`src/rtl/lif_pkg.sv`:
```
// Shared constants, FSM state type and saturation helper for the LIF array scheduler.
package lif_pkg;

  localparam int LEAK_NUM     = 112;
  localparam int LEAK_SHIFT   = 7;
  localparam int THR_UP_SHIFT = 3;
  localparam int THR_DN_SHIFT = 4;

  typedef enum logic [1:0] {
    IDLE,
    SCAN,
    EMIT,
    DONE
  } sched_state_t;

  // Clamp a widened unsigned sum back into 8 bits.
  function automatic logic [7:0] sat255(input logic [9:0] x);
    return (x > 10'd255) ? 8'hFF : x[7:0];
  endfunction

endpackage

```
`src/rtl/lif_array_scheduler_if.sv`:
```
// Host current-injection bus plus spike event handshake towards the router.
// master: environment side (host + router); slave: the scheduler.
interface lif_array_scheduler_if #(
  parameter int IDX_W = 2
) ();

  logic             wr_en;
  logic [IDX_W-1:0] wr_idx;
  logic [7:0]       wr_current;
  logic             spike_valid;
  logic [IDX_W-1:0] spike_idx;
  logic             spike_ready;

  modport master (
    output wr_en,
    output wr_idx,
    output wr_current,
    output spike_ready,
    input  spike_valid,
    input  spike_idx
  );

  modport slave (
    input  wr_en,
    input  wr_idx,
    input  wr_current,
    input  spike_ready,
    output spike_valid,
    output spike_idx
  );

endinterface

```
`src/rtl/lif_update_core.sv`:
```
// Combinational single-neuron LIF update: leak/integrate, fire, adaptive threshold.
// Optional refractory counter enabled by LIF_REFRACTORY_EN.
module lif_update_core
  import lif_pkg::*;
#(
  parameter logic [7:0] THR_MAX = 8'd220,
  parameter logic [7:0] THR_MIN = 8'd8
`ifdef LIF_REFRACTORY_EN
  ,
  parameter int REFR_STEPS = 2,
  parameter int REFR_W     = 2
`endif
) (
  input  logic [7:0]        state,
  input  logic [7:0]        thr,
  input  logic [7:0]        acc,
`ifdef LIF_REFRACTORY_EN
  input  logic [REFR_W-1:0] refr,
  output logic [REFR_W-1:0] refr_next,
`endif
  output logic              fire,
  output logic [7:0]        state_next,
  output logic [7:0]        thr_next
);

  logic [14:0] leak_prod;
  logic [7:0]  leaked;
  logic [7:0]  integ;
  logic [7:0]  thr_up;
  logic [7:0]  thr_dn;
  logic        in_refr;

  // Leak, integrate and threshold adaptation; fire resets the membrane.
  always_comb begin
    leak_prod = {7'd0, state} * 15'(LEAK_NUM);
    leaked    = 8'(leak_prod >> LEAK_SHIFT);
    integ     = sat255({2'd0, acc} + {2'd0, leaked});
    thr_up    = (thr < THR_MAX) ? sat255({2'd0, thr} + {2'd0, (thr >> THR_UP_SHIFT)}) : thr;
    thr_dn    = (thr > THR_MIN) ? (thr - (thr >> THR_DN_SHIFT)) : thr;
`ifdef LIF_REFRACTORY_EN
    in_refr   = (refr != '0);
    fire      = !in_refr && (state >= thr);
    refr_next = refr;
`else
    in_refr   = 1'b0;
    fire      = (state >= thr);
`endif
    if (fire) begin
      state_next = 8'd0;
      thr_next   = thr_up;
`ifdef LIF_REFRACTORY_EN
      refr_next  = REFR_W'(REFR_STEPS);
`endif
    end else begin
      state_next = in_refr ? 8'd0 : integ;
      thr_next   = thr_dn;
`ifdef LIF_REFRACTORY_EN
      if (in_refr) refr_next = refr - REFR_W'(1);
`endif
    end
  end

endmodule

```
`src/rtl/lif_array_scheduler.sv`:
```
// Time-multiplexed LIF array: register files, sweep FSM and spike handshake.
// Refractory counters are included when LIF_REFRACTORY_EN is defined.
module lif_array_scheduler
  import lif_pkg::*;
#(
  parameter int         N_NEURONS = 4,
  parameter int         IDX_W     = 2,
  parameter logic [7:0] THR_INIT  = 8'd100,
  parameter logic [7:0] THR_MAX   = 8'd220,
  parameter logic [7:0] THR_MIN   = 8'd8
`ifdef LIF_REFRACTORY_EN
  ,
  parameter int         REFR_STEPS = 2
`endif
) (
  input  logic                clk,
  input  logic                rst_n,
  input  logic                step,
  output logic                busy,
  output logic                done,
  output logic                overrun,
  lif_array_scheduler_if.slave bus
);

  sched_state_t     fsm_q, fsm_d;
  logic [IDX_W-1:0] idx_q, idx_d;
  logic             upd_en;
  logic             last;

  logic [7:0] state_q [N_NEURONS];
  logic [7:0] thr_q   [N_NEURONS];
  logic [7:0] acc_q   [N_NEURONS];

  logic [7:0] cur_state, cur_thr, cur_acc;
  logic       core_fire;
  logic [7:0] core_state, core_thr;

`ifdef LIF_REFRACTORY_EN
  localparam int REFR_W = $clog2(REFR_STEPS + 1);
  logic [REFR_W-1:0] refr_q [N_NEURONS];
  logic [REFR_W-1:0] cur_refr, core_refr;
`endif

  // Select the neuron currently being swept.
  always_comb begin
    cur_state = state_q[idx_q];
    cur_thr   = thr_q[idx_q];
    cur_acc   = acc_q[idx_q];
`ifdef LIF_REFRACTORY_EN
    cur_refr  = refr_q[idx_q];
`endif
  end

  lif_update_core #(
    .THR_MAX    (THR_MAX),
    .THR_MIN    (THR_MIN)
`ifdef LIF_REFRACTORY_EN
    ,
    .REFR_STEPS (REFR_STEPS),
    .REFR_W     (REFR_W)
`endif
  ) u_core (
    .state      (cur_state),
    .thr        (cur_thr),
    .acc        (cur_acc),
`ifdef LIF_REFRACTORY_EN
    .refr       (cur_refr),
    .refr_next  (core_refr),
`endif
    .fire       (core_fire),
    .state_next (core_state),
    .thr_next   (core_thr)
  );

  assign last = (idx_q == IDX_W'(N_NEURONS - 1));

  // Next-state logic: one neuron per SCAN cycle, stall in EMIT until accepted.
  always_comb begin
    fsm_d  = fsm_q;
    idx_d  = idx_q;
    upd_en = 1'b0;
    unique case (fsm_q)
      IDLE: begin
        if (step) begin
          fsm_d = SCAN;
          idx_d = '0;
        end
      end
      SCAN: begin
        upd_en = 1'b1;
        if (core_fire) begin
          fsm_d = EMIT;
        end else if (last) begin
          fsm_d = DONE;
        end else begin
          idx_d = idx_q + IDX_W'(1);
        end
      end
      EMIT: begin
        if (bus.spike_ready) begin
          if (last) begin
            fsm_d = DONE;
          end else begin
            fsm_d = SCAN;
            idx_d = idx_q + IDX_W'(1);
          end
        end
      end
      DONE: begin
        fsm_d = IDLE;
        idx_d = '0;
      end
      default: begin
        fsm_d = IDLE;
        idx_d = '0;
      end
    endcase
  end

  // FSM state, sweep index and sticky overrun flag.
  always_ff @(posedge clk) begin
    if (!rst_n) begin
      fsm_q   <= IDLE;
      idx_q   <= '0;
      overrun <= 1'b0;
    end else begin
      fsm_q <= fsm_d;
      idx_q <= idx_d;
      if (step && (fsm_q != IDLE)) overrun <= 1'b1;
    end
  end

  // Per-neuron register files; a same-cycle write to the swept neuron seeds the next step.
  always_ff @(posedge clk) begin
    if (!rst_n) begin
      for (int i = 0; i < N_NEURONS; i++) begin
        state_q[i] <= 8'd0;
        thr_q[i]   <= THR_INIT;
        acc_q[i]   <= 8'd0;
`ifdef LIF_REFRACTORY_EN
        refr_q[i]  <= '0;
`endif
      end
    end else begin
      for (int i = 0; i < N_NEURONS; i++) begin
        if (upd_en && (idx_q == IDX_W'(i))) begin
          state_q[i] <= core_state;
          thr_q[i]   <= core_thr;
`ifdef LIF_REFRACTORY_EN
          refr_q[i]  <= core_refr;
`endif
          acc_q[i]   <= (bus.wr_en && (bus.wr_idx == IDX_W'(i))) ? bus.wr_current : 8'd0;
        end else if (bus.wr_en && (bus.wr_idx == IDX_W'(i))) begin
          acc_q[i]   <= sat255({2'd0, acc_q[i]} + {2'd0, bus.wr_current});
        end
      end
    end
  end

  assign busy            = (fsm_q != IDLE);
  assign done            = (fsm_q == DONE);
  assign bus.spike_valid = (fsm_q == EMIT);
  assign bus.spike_idx   = idx_q;

endmodule

```
`src/flat_wrapper.sv`:
```
// flat-port wrapper written by rule: the top's interface ports become plain ports
module lif_array_scheduler_flat import lif_pkg::*;
#(
  parameter int         N_NEURONS = 4,
  parameter int         IDX_W     = 2,
  parameter logic [7:0] THR_INIT  = 8'd100,
  parameter logic [7:0] THR_MAX   = 8'd220,
  parameter logic [7:0] THR_MIN   = 8'd8

)
  (clk, rst_n, step, busy, done, overrun, bus_wr_en, bus_wr_idx, bus_wr_current, bus_spike_ready, bus_spike_valid, bus_spike_idx);
  lif_array_scheduler_if #(.IDX_W(IDX_W)) bus_i ();
  input  logic clk;
  input  logic rst_n;
  input  logic step;
  output logic busy;
  output logic done;
  output logic overrun;
  input wire logic [$bits(bus_i.wr_en)-1:0] bus_wr_en;
  input wire logic [$bits(bus_i.wr_idx)-1:0] bus_wr_idx;
  input wire logic [$bits(bus_i.wr_current)-1:0] bus_wr_current;
  input wire logic [$bits(bus_i.spike_ready)-1:0] bus_spike_ready;
  output wire logic [$bits(bus_i.spike_valid)-1:0] bus_spike_valid;
  output wire logic [$bits(bus_i.spike_idx)-1:0] bus_spike_idx;
  assign bus_i.wr_en = bus_wr_en;
  assign bus_i.wr_idx = bus_wr_idx;
  assign bus_i.wr_current = bus_wr_current;
  assign bus_i.spike_ready = bus_spike_ready;
  assign bus_spike_valid = bus_i.spike_valid;
  assign bus_spike_idx = bus_i.spike_idx;
  lif_array_scheduler #(.N_NEURONS(N_NEURONS), .IDX_W(IDX_W), .THR_INIT(THR_INIT), .THR_MAX(THR_MAX), .THR_MIN(THR_MIN)) u_core (.clk(clk), .rst_n(rst_n), .step(step), .busy(busy), .done(done), .overrun(overrun), .bus(bus_i));
endmodule
```
`config.mk`:
```
export PLATFORM = sky130hd
export DESIGN_NAME = lif_array_scheduler_flat
export DESIGN_NICKNAME = d
export VERILOG_FILES = /design/src/rtl/lif_pkg.sv /design/src/rtl/lif_array_scheduler_if.sv /design/src/rtl/lif_update_core.sv /design/src/rtl/lif_array_scheduler.sv /design/src/flat_wrapper.sv
export SDC_FILE = /design/constraint.sdc
export NUM_CORES = 1
export LEC_CHECK = 0
export ABC_AREA = 0
export CORE_MARGIN = 5
export CORE_UTILIZATION = 45
export DETAILED_ROUTE_END_ITERATION = 12
export HOLD_SLACK_MARGIN = 0.15
export REMOVE_ABC_BUFFERS = 1
export SKIP_CTS_REPAIR_TIMING = 1
export SLEW_MARGIN = 20
export SYNTH_ARGS = -nofsm -noshare
export SYNTH_HDL_FRONTEND = slang
export SYNTH_SLANG_ARGS = --single-unit
```
`constraint.sdc`:
```
create_clock -name clk -period 12.95 [get_ports clk]
set_clock_uncertainty 0.1 [all_clocks]
set_input_delay 3.885 -clock clk [delete_from_list [all_inputs] [get_ports clk]]
set_output_delay 3.885 -clock clk [all_outputs]
set_load 0.02 [all_outputs]
```
# --- Yosys cells after proc, flatten, opt, wreduce, memory -nomap -nowiden ---
# Memories as Yosys holds them, arrays and structs flattened. A register that Yosys moved wholly into a read port is not among the register bits.
# Cells that the tools add are included.
totals:
  reg_bits: 5
  mem_bits_rw: 96
  input_bits: 15
  output_inout_bits: 6
  wordCells: 145
  mem_count: 3
op_classes:
  add_sub_neg: 8
  n_mul: 1
  order_cmp: 9
  n_eq_ne: 13
  mux: 77
  bitwise_logic: 16
  n_reduce_logical: 15
memory_table:
  columns: ["name", "depth", "width", "read_ports", "rd_ports_with_merged_regs", "wr", "line_no", "rtl"]
  rows:
  - ["u_core.acc_q", 4, 8, 5, 1, 4, "lif_array_scheduler.sv:32", "logic [7:0] acc_q [N_NEURONS];"]
  - ["u_core.state_q", 4, 8, 1, 1, 4, "lif_array_scheduler.sv:30", "logic [7:0] state_q [N_NEURONS];"]
  - ["u_core.thr_q", 4, 8, 1, 1, 4, "lif_array_scheduler.sv:31", "logic [7:0] thr_q [N_NEURONS];"]
op_table:
  columns: ["operator", "count"]
  rows:
  - ["two-way mux 8 bit", 30]
  - ["adder 8 x 8 -> 9 bit", 5]
  - ["> comparator 10 x 8 -> 1 bit (second input constant)", 4]
  - ["two-way mux 1 bit", 30]
  - ["two-way mux 2 bit", 15]
  - ["> comparator 9 x 8 -> 1 bit (second input constant)", 2]
  - ["OR 1 bit", 16]
  - ["one-hot mux 2 bit (4 select lines)", 2]
  - ["== test 2 bit (second input constant)", 6]
  - ["multiplier 8 x 3 -> 11 bit (second input constant)", 1]
  - ["adder 8 x 5 -> 9 bit", 1]
  - ["logical AND 1 bit", 9]
  - ["greater-or-equal comparator 8 bit", 1]
  - ["> comparator 8 x 4 -> 1 bit (second input constant)", 1]
  - ["< comparator 8 bit (second input constant)", 1]
  - ["subtractor 8 x 4 -> 8 bit", 1]
  - ["== test 2 x 1 -> 1 bit (second input constant)", 3]
  - ["logical NOT 2 bit", 3]
  - ["!= test 2 bit (second input constant)", 3]
  - ["AND reduction 3 bit", 2]
  - ["!= test 3 x 1 -> 1 bit (second input constant)", 1]
  - ["adder 2 x 1 -> 2 bit (second input constant)", 1]
  - ["nonzero test 2 bit", 1]

# --- Depth between registers and ports, before layout ---
# Gate-level depths: netlist of the first run.
depth:
  depth_word: 8
  depth_mapped: 20
  mapped_depth_nobuf: 17

# --- By module ---
# A second synthesis of the first run with hierarchy kept.
hier_totals:
  cells_unflattened: 737
  hier_area_um2: 7747.4
by_module_without_submodules:
  columns: ["mod", "instances", "cells_per_inst", "area_each_um2", "seq_area_each_um2"]
  rows:
  - ["lif_array_scheduler", 1, 515, 6059.6, 3022.9]
  - ["lif_update_core", 1, 222, 1687.9, 0.0]

# --- Least setup slack after synthesis of the first run ---
# OpenSTA, ideal clock, no wires.
synth_timing:
  path_type: "input to register"
  start: "in bus_wr_current[0]"
  end: "mem u_core.acc_q[1][7], data pin"
  setup_time_ps: 257
  t_arrival_ps: 5489
  required_ps: 12593
  path_slack_ps: 7104
  stages: 8
  path_buffers: 0
  cell_sequence: "ha_1 > fa_1 > a21o_1 > a21oi_1 > o21ai_0 > a31o_2 > a22oi_1 > nand2_1"
synth_lines:
  columns: ["element", "line_no", "rtl"]
  rows:
  - ["start: declaration", "flat_wrapper.sv:21", "input wire logic [$bits(bus_i.wr_current)-1:0] bus_wr_current;"]
  - ["end: declaration", "lif_array_scheduler.sv:32", null]

==> run summary, run 1 <==
Worst EP arrival: 6.43 ns
GPL Wtd Cong: 0.972
Largest cells by area after synthesis: edfxtp_1 (38%), ha_1 (11%), mux4_2 (6.2%)
Fin area: 8320 sq um
Core ar.: 16600 sq um
CTS sink count: 103
Drt pass-1 iters: 5
Clock Pin Slew Worst Setup and Hold Paths: 0.08 ns
Pwr Density: 274 nW/um^2
Die Height: 140 um
Period utilization: 49.6%
Cell Area, Synth: 7640 sq um
Worst min-delay path class: register to register
NumNets Final: 842
ANT cells: 0
Via density: 5.94
Worst-Skew Late Latency: 0.36 ns
H-tree Lvls: 3
Seq cells post-synth: 103
Clock network power share: 12.0%
Initial core utilization: 45.9%
Slew headroom: 37.7%
Fillers: 1473
Area growth, synth to finish: 8.84%
Total GRT Usage: 19.1%
Fmax: 156 MHz
Combinational power share: 68.2%
Psw: 1.12 mW
First-pass GRT wire length: 29700 um
Placed cell areas: 8020 sq um
CTS tree: yes
P_leak: 3.31 nW
Total power draw: 2.28 mW
I/O Buffers: 20
Synth top area share: 37.7%
Synth area leader: edfxtp_1
WP data required: 12.96 ns
Detailed-route via count: 5745
Post-DRT Antenna Nets: 0
Yosys cell types: 62
DIE AREA: 19700 sq um
DR iter-0 viols: 444
Sequential-to-total area share from yosys stat: 39.6%
Sw frac: 49.2%
Post-synth top flop: edfxtp_1
Grt ovf: 0
Clk buf depth: 2
Ys Warns: 0
Critical path class: input port to register
Hold Path Stages: 2
Worst Tran Pin Value: 0.933 ns
Most common cell in the netlist: edfxtp_1
Worst R2R Path Depth: 16
Synthesized instance count: 726
VDD IR max: 0.000220 V
Crit-path max FO: 8
Number of hold violations in the final report: 0
Routed WL per cell: 19.3 um
Register share of total power: 19.8%
Ports: 21
Hold_ws: 0.389 ns
DRT Wirelength: 18700 um
Std cell rows: 47
Fin Setup TNS: 0 ns
Number of global-route vias before repair: 5650
Die Width: 140 um
Number of buffers created by CTS: 9
RSZ-0062 raised after global routing: false
Share of cells above drive strength 1: 8.43%
Status: completed
Post-Route Utilization: 50.0%
Async SR Flop Fraction: 0%
Max-slew violation count: 0
Final setup fails: 0
Endpoint class of the critical path: register
Initial antenna violation count: 0
Post-synth top cells: edfxtp_1 (96), nand2_1 (76), ha_1 (70)
Max Cap Viol: 0
Final period demand of the worst path: 6.42 ns
Post-route DRC violation count: 0
Startpoint types: input port
Largest net degree at the start of global routing: 25
Dpl hpwl: 13700 um
Syn avg cell area: 10.5 sq um
Int Pwr: 1.16 mW
Post-synth EDFFs: 96
CTS root buffer: clkbuf_16
==> cell usage in the layout, fill, tap and decap left out, types with 9 or more instances in the layout <==
cell type	n
edfxtp_1	96
nand2_1	76
ha_1	70
a21oi_1	62
nor2_1	60
o21ai_0	46
inv_1	39
mux4_2	21
o22ai_1	21
clkdlybuf4s50_1	20
a21o_1	19
xor2_1	18
fa_1	15
nor3_1	13
xnor2_1	12
nand3_1	11
a31oi_1	9
clkbuf_16	9
==> area by class of cell <==
| class | count | area, sq um | share of cell area, % |
|---|---|---|---|
| Multi-Input combinational cell | 565 | 4340 | 52.2 |
| Timing Repair Buffer | 24 | 230 | 2.77 |
| Inverter | 39 | 146 | 1.76 |
| Clock buffer | 9 | 225 | 2.71 |
| Tap cell | 220 | 275 | 3.31 |
| Clock inverter | 7 | 73.8 | 0.888 |
| Sequential cell | 103 | 3020 | 36.4 |
==> through the flow <==
stage	setup WS, ns	instances
6_report	6.53	967
5_1_grt	6.36	967
4_1_cts	6.54	967
3_5_place_dp	6.15	951
3_3_place_gp	6.25	951
2_1_floorplan	7.10	707
==> worst max-delay path, cell delays in order <==
cell and delay, ns:
clkdlybuf4s50_1 0.61, ha_1 0.33, fa_1 0.42, a21o_1 0.18, a21oi_1 0.21, o21ai_0 0.17, a31o_2 0.34, a22oi_1 0.19
nand2_1 0.08
==> flip-flops by register name, indices dropped and copies added (netlist names), named ones only <==
signal	flops
u_core.acc_q	32
u_core.state_q	32
u_core.thr_q	32
u_core.bus.spike_idx	2
u_core.fsm_q	2
u_core.overrun	1
==> metal layers <==
| layer | up-vias | share of wire (%) | GRT usage, % |
|---|---|---|---|
| met5 | - | 0 | 0 |
| met4 | 0 | 2.4 | 5.71 |
| met3 | 31 | 4.4 | 2.59 |
| met2 | 180 | 49 | 32.8 |
| met1 | 2778 | 44 | 25.3 |
| li1 | 2756 | - | - |
==> final timing paths <==
kind	start	to	slack, ns
min reg2reg	u_core.overrun$_SDFFE_PN0P_	u_core.overrun$_SDFFE_PN0P_	0.39
max	bus_wr_current[0]	u_core.acc_q[0][7]$_SDFFCE_PN0P_	6.53
max reg2reg	register	u_core.state_q[1][7]$_SDFFCE_PN0P_	7.87
min	u_core.overrun$_SDFFE_PN0P_	u_core.overrun$_SDFFE_PN0P_	0.39
==> kinds of logic (layout without fill, tap and decap cells) <==
| group | count (synthesis) | in the layout | share of synthesized area [%] |
|---|---|---|---|
| buf+inv | 58 | 79 | 3.60 |
| compound gates | 213 | 213 | 17.5 |
| mux | 33 | 33 | 8.45 |
| simple gates | 204 | 204 | 12.1 |
| flops | 103 | 103 | 39.6 |
| xor+xnor | 30 | 30 | 3.44 |
| fa+ha+maj | 85 | 85 | 15.4 |
==> power groups by stage <==
stage               sequential, mW  clock, mW  combinational, mW
finish                       0.450      0.274               1.55
global route                 0.455      0.291               1.75
CTS                          0.451      0.277               1.56
detailed placement           0.458          0               1.55
global placement             0.456          0               1.50
floorplan                    0.464          0               1.19
No activity file was read; power rests on OpenSTA's default activity.
==> run 2: changes to the inputs <==
- clock period: 12.95 -> 5.21 ns (I/O delays scaled with it)
==> run summary, run 2 (same netlist as run 1, synthesis figures left out) <==
Die Height: 140 um (unchanged)
Met3 Routed Length: 1130 um (+37%)
Number of global-route vias before repair: 6008 (+6.3%)
Critical path endpoint: u_core.state_q[3][7]$_SDFFCE_PN0P_
Slew headroom: 44.7% (+6.9 points)
Endpoint class of the critical path: register
Top Registers: u_core.acc_q: 32 flops, u_core.state_q: 32 flops, u_core.thr_q: 32 flops
Drt pass-1 iters: 5 (unchanged)
Std cell rows: 47 (unchanged)
Final setup fails: 0 (unchanged)
Post-route DRC violation count: 0 (unchanged)
WP data required: 5.20 ns (-7.76 ns)
Worst EP arrival: 4.68 ns (-1.75 ns)
Most frequent cells in the layout: edfxtp_1 (96), nand2_1 (76), ha_1 (70), a21oi_1 (62), nor2_1 (60)
Worst-Skew Late Latency: 0.36 ns (about the same)
Routed met2 length: 9700 um (+5.8%)
Worst Tran Pin Value: 0.826 ns (-0.107 ns)
Status: completed
Detailed-route via count: 5858 (+2.0%)
Share of cells above drive strength 1: 9.28% (+0.85 points)
CTS root buffer: clkbuf_16
Fillers: 1493 (+1.4%)
Grt ovf: 0 (unchanged)
Total GRT Usage: 20.0% (+0.91 points)
Fin Setup TNS: 0 ns (unchanged)
CTS tree: yes
RR Endpoint: u_core.state_q[3][7]$_SDFFCE_PN0P_
Hold_ws: 0.386 ns (-0.00297 ns)
First-pass GRT wire length: 31300 um (+5.5%)
Clk buf depth: 2 (unchanged)
Max Cap Viol: 0 (unchanged)
DIE AREA: 19700 sq um (unchanged)
DR iter-0 viols: 559 (+26%)
Max-slew violation count: 0 (unchanged)
Worst min-delay path class: register to register
Fmax: 213 MHz
Largest net degree at the start of global routing: 25 (unchanged)
Period utilization: 90.1%
Crit-path max FO: 6 (-2)
Via density: 6.01 (+1.2%)
Final WS setup: 0.515 ns (-6.02 ns)
Initial antenna violation count: 0 (unchanged)
Number of hold violations in the final report: 0 (unchanged)
ANT cells: 0 (unchanged)
R2R Setup Slk: 0.52 ns (-7.35 ns)
Worst R2R Path Depth: 14 (-2)
I/O Buffers: 20 (unchanged)
Initial core utilization: 45.9% (unchanged)
Startpoint types: register
Post-DRT Antenna Nets: 0 (unchanged)
Final period demand of the worst path: 4.69 ns
Clock Pin Slew Worst Setup and Hold Paths: 0.08 ns (about the same)
Ports: 21 (unchanged)
Die Width: 140 um (unchanged)
Dpl hpwl: 14700 um (+7.3%)
Number of buffers created by CTS: 9 (unchanged)
DRT Wirelength: 19300 um (+3.5%)
CTS sink count: 103 (unchanged)
Wire length on met1: 8250 um (+0.28%)
GPL Wtd Cong: 0.853 (-12%)
Routed WL per cell: 19.8 um (+2.7%)
Core ar.: 16600 sq um (unchanged)
Critical path class: register to register
Top Metal Used: met4
H-tree Lvls: 3 (unchanged)
Commonest non-fill, non-tap cell in the layout: edfxtp_1
RSZ-0062 raised after global routing: false
Worst slack, placed: 0.517 ns (-5.63 ns)
Area growth, synth to finish: 9.43%
Placed cells: 958 (+0.74%)
NumNets Final: 849 (+0.83%)
Post-Layout Cell Count: 974 (+0.72%)
==> run 2: cell type report <==
type / count / area (sq um) / share of cell area (%)
clock inverters: 7 / 66.3 / 0.793
flip-flops and latches: 103 / 3020 / 36.2
clock buffers: 9 / 225 / 2.69
repair buffers: 31 / 283 / 3.38
inverters: 39 / 146 / 1.75
multi-input cells: 565 / 4340 / 51.9
well taps: 220 / 275 / 3.29
==> run 2: how the worst min path moves through the flow <==
stage | end | cells past startpoint | startpoint | slack, ns
after floorplan | u_core.fsm_q[0]$_SDFFE_PN0P_ | 2 | u_core.fsm_q[0]$_SDFFE_PN0P_ | 0.40
after global placement | u_core.overrun$_SDFFE_PN0P_ | 2 | u_core.overrun$_SDFFE_PN0P_ | 0.36
after detailed placement | u_core.overrun$_SDFFE_PN0P_ | 2 | u_core.overrun$_SDFFE_PN0P_ | 0.37
after CTS | u_core.overrun$_SDFFE_PN0P_ | 2 | u_core.overrun$_SDFFE_PN0P_ | 0.40
after global routing | u_core.overrun$_SDFFE_PN0P_ | 2 | u_core.overrun$_SDFFE_PN0P_ | 0.44
final | u_core.overrun$_SDFFE_PN0P_ | 2 | u_core.overrun$_SDFFE_PN0P_ | 0.39
==> run 2: stage by stage <==
stage	instance area, sq um	util (%)
2_1_floorplan	7510	-
6_report	8360	50.2
3_5_place_dp	8070	48.5
4_1_cts	8360	50.2
5_1_grt	8360	50.2
3_3_place_gp	8070	48.5
==> run 2: worst max-delay path, cell delays in order (launching register included) <==
cell and delay (ns):
dfxtp_1 0.50, buf_4 0.23, mux4_2 0.57, fa_1 0.51, ha_1 0.35, a21oi_1 0.29
o21ai_0 0.19, a2111o_1 0.38, o311ai_0 0.14, ha_1 0.36, o21ai_0 0.10, nand2b_1 0.08
o41ai_1 0.08, nor3b_1 0.43, nor3_1 0.11
==> run 2: layer usage <==
layer  GRT usage (%)  vias up
li1                -     2782
met1            26.9     2842
met2            34.3      211
met3            2.35       23
met4            5.56        0
met5               0        -
Power of run 2 is not shown: default switching activity piles up to over one toggle a cycle in this logic, so the estimate is an artifact.
==> run 3: changes to the inputs <==
- PLACE_DENSITY: default -> 0.76
- TNS_END_PERCENT: default -> 50
==> run summary, run 3 (same netlist as run 1, synthesis figures left out) <==
Largest net degree at the start of global routing: 25 (unchanged)
ANT cells: 0 (unchanged)
Routed WL per cell: 19.1 um (-3.5%)
Multi-input logic area: 4350 sq um (+0.26%)
DR iter-0 viols: 430 (-23%)
Wire length on met1: 7960 um (-3.4%)
DIE AREA: 19700 sq um (unchanged)
Clk buf depth: 2 (unchanged)
Grt ovf: 0 (unchanged)
Top Registers: u_core.acc_q: 32 flops, u_core.state_q: 32 flops, u_core.thr_q: 32 flops
Core ar.: 16600 sq um (unchanged)
Total GRT Usage: 18.9% (-1.1 points)
Worst-Skew Late Latency: 0.35 ns (about the same)
Met3 Routed Length: 1370 um (+21%)
Top Metal Used: met4
Post-route DRC violation count: 0 (unchanged)
Startpoint types: register
Die Width: 140 um (unchanged)
CP max stage delay: 0.63 ns (+0.06 ns)
Post-DRT Antenna Nets: 0 (unchanged)
FF/Latch Area: 3020 sq um (unchanged)
H-tree Lvls: 3 (unchanged)
Number of buffers created by CTS: 9 (unchanged)
NumNets Final: 847 (-0.24%)
CTS root buffer: clkbuf_16
Fin Setup TNS: 0 ns (unchanged)
Slew headroom: 40.2% (-4.5 points)
I/O Buffers: 20 (unchanged)
Worst min-delay path class: register to register
Ports: 21 (unchanged)
Worst EP arrival: 4.82 ns (+0.14 ns)
Commonest non-fill, non-tap cell in the layout: edfxtp_1
Max-slew violation count: 0 (unchanged)
Routed met2 length: 8800 um (-9.3%)
Period utilization: 93.0% (+2.9 points)
Worst Tran Pin Value: 0.895 ns (+0.0685 ns)
CP cell instances: mux4_2 -> fa_1 -> ha_1 -> a21o_1 -> a21oi_1 -> o21bai_1 -> a211oi_1 -> a21oi_1 -> ha_1 -> inv_1 -> nor2_1 -> o31a_1 -> o41ai_1 -> nor3b_1 -> nor3_1
WP data required: 5.18 ns (-0.02 ns)
Fmax: 206 MHz (-3.1%)
Die Height: 140 um (unchanged)
Max Cap Viol: 0 (unchanged)
Drt pass-1 iters: 7 (+2)
Endpoint class of the critical path: register
DRT Wirelength: 18600 um (-3.7%)
Most frequent cells in the layout: edfxtp_1 (96), nand2_1 (76), ha_1 (70), a21oi_1 (62), nor2_1 (60)
Number of hold violations in the final report: 0 (unchanged)
Share of cells above drive strength 1: 9.18% (-0.11 points)
Initial core utilization: 45.9% (unchanged)
Via density: 6.07 (+0.87%)
Detailed-route via count: 5897 (+0.67%)
Final setup fails: 0 (unchanged)
Clock Pin Slew Worst Setup and Hold Paths: 0.08 ns (about the same)
First-pass GRT wire length: 29900 um (-4.7%)
Hold_ws: 0.369 ns (-0.0174 ns)
Status: completed
Worst path slowest cell: mux4_2
GPL Wtd Cong: 0.924 (+8.4%)
RSZ-0062 raised after global routing: false
Area growth, synth to finish: 10.2%
Post-Route Utilization: 50.6% (+0.35 points)
Fillers: 1458 (-2.3%)
Initial antenna violation count: 0 (unchanged)
Std cell rows: 47 (unchanged)
CTS sink count: 103 (unchanged)
Critical path class: register to register
Number of global-route vias before repair: 5722 (-4.8%)
Final period demand of the worst path: 4.85 ns (+0.152 ns)
Crit-path max FO: 5 (-1)
CTS tree: yes
Dpl hpwl: 13700 um (-6.8%)
==> run 3: cell count changes in the layout (fill, tap and decap cells not counted), sizes merged <==
cell      delta
buf          -2
bufinv       +2
clkinvlp     -1
inv          -1
==> run 3: routing by layer <==
metal | up-vias | GRT usage, %
li1 | 2765 | -
met1 | 2838 | 25.5
met2 | 265 | 31.2
met3 | 29 | 3.00
met4 | 0 | 6.43
met5 | - | 0
==> run 3: critical path: cells and delay by family (launching register included) <==
kind / cells / cell delay (ns)
mux: 1 / 0.63
simple gates: 3 / 0.66
buf+inv: 1 / 0.09
compound gates: 7 / 1.39
flops: 1 / 0.52
fa+ha+maj: 3 / 1.18
==> run 3: cell type report <==
| type | count | share of cell area [%] |
|---|---|---|
| tap | 220 | 3.27 |
| clock inverter | 7 | 1.53 |
| clock buffer | 9 | 2.67 |
| sequential | 103 | 35.9 |
| inverter | 39 | 1.74 |
| multi-input combinational | 565 | 51.7 |
| timing repair buffer | 29 | 3.18 |
==> run 3: path summary, 6_finish.rpt <==
check / from / slack, ns / end / depth (start not counted)
max: register / 0.36 / u_core.state_q[3][7]$_SDFFCE_PN0P_ / 15
min: u_core.overrun$_SDFFE_PN0P_ / 0.37 / u_core.overrun$_SDFFE_PN0P_ / 2
max reg2reg: register / 0.36 / u_core.state_q[3][7]$_SDFFCE_PN0P_ / 15
min reg2reg: u_core.overrun$_SDFFE_PN0P_ / 0.37 / u_core.overrun$_SDFFE_PN0P_ / 2
==> run 3: through the flow <==
stage | std cells | area (sq um) | setup slack [ns]
2_1_floorplan | 707 | 7510 | -0.202
3_3_place_gp | 956 | 8060 | 0.669
3_5_place_dp | 956 | 8060 | 0.541
4_1_cts | 972 | 8410 | 0.384
5_1_grt | 972 | 8420 | 0.0795
6_report | 972 | 8420 | 0.363
Power of run 3 is left out for the same reason.
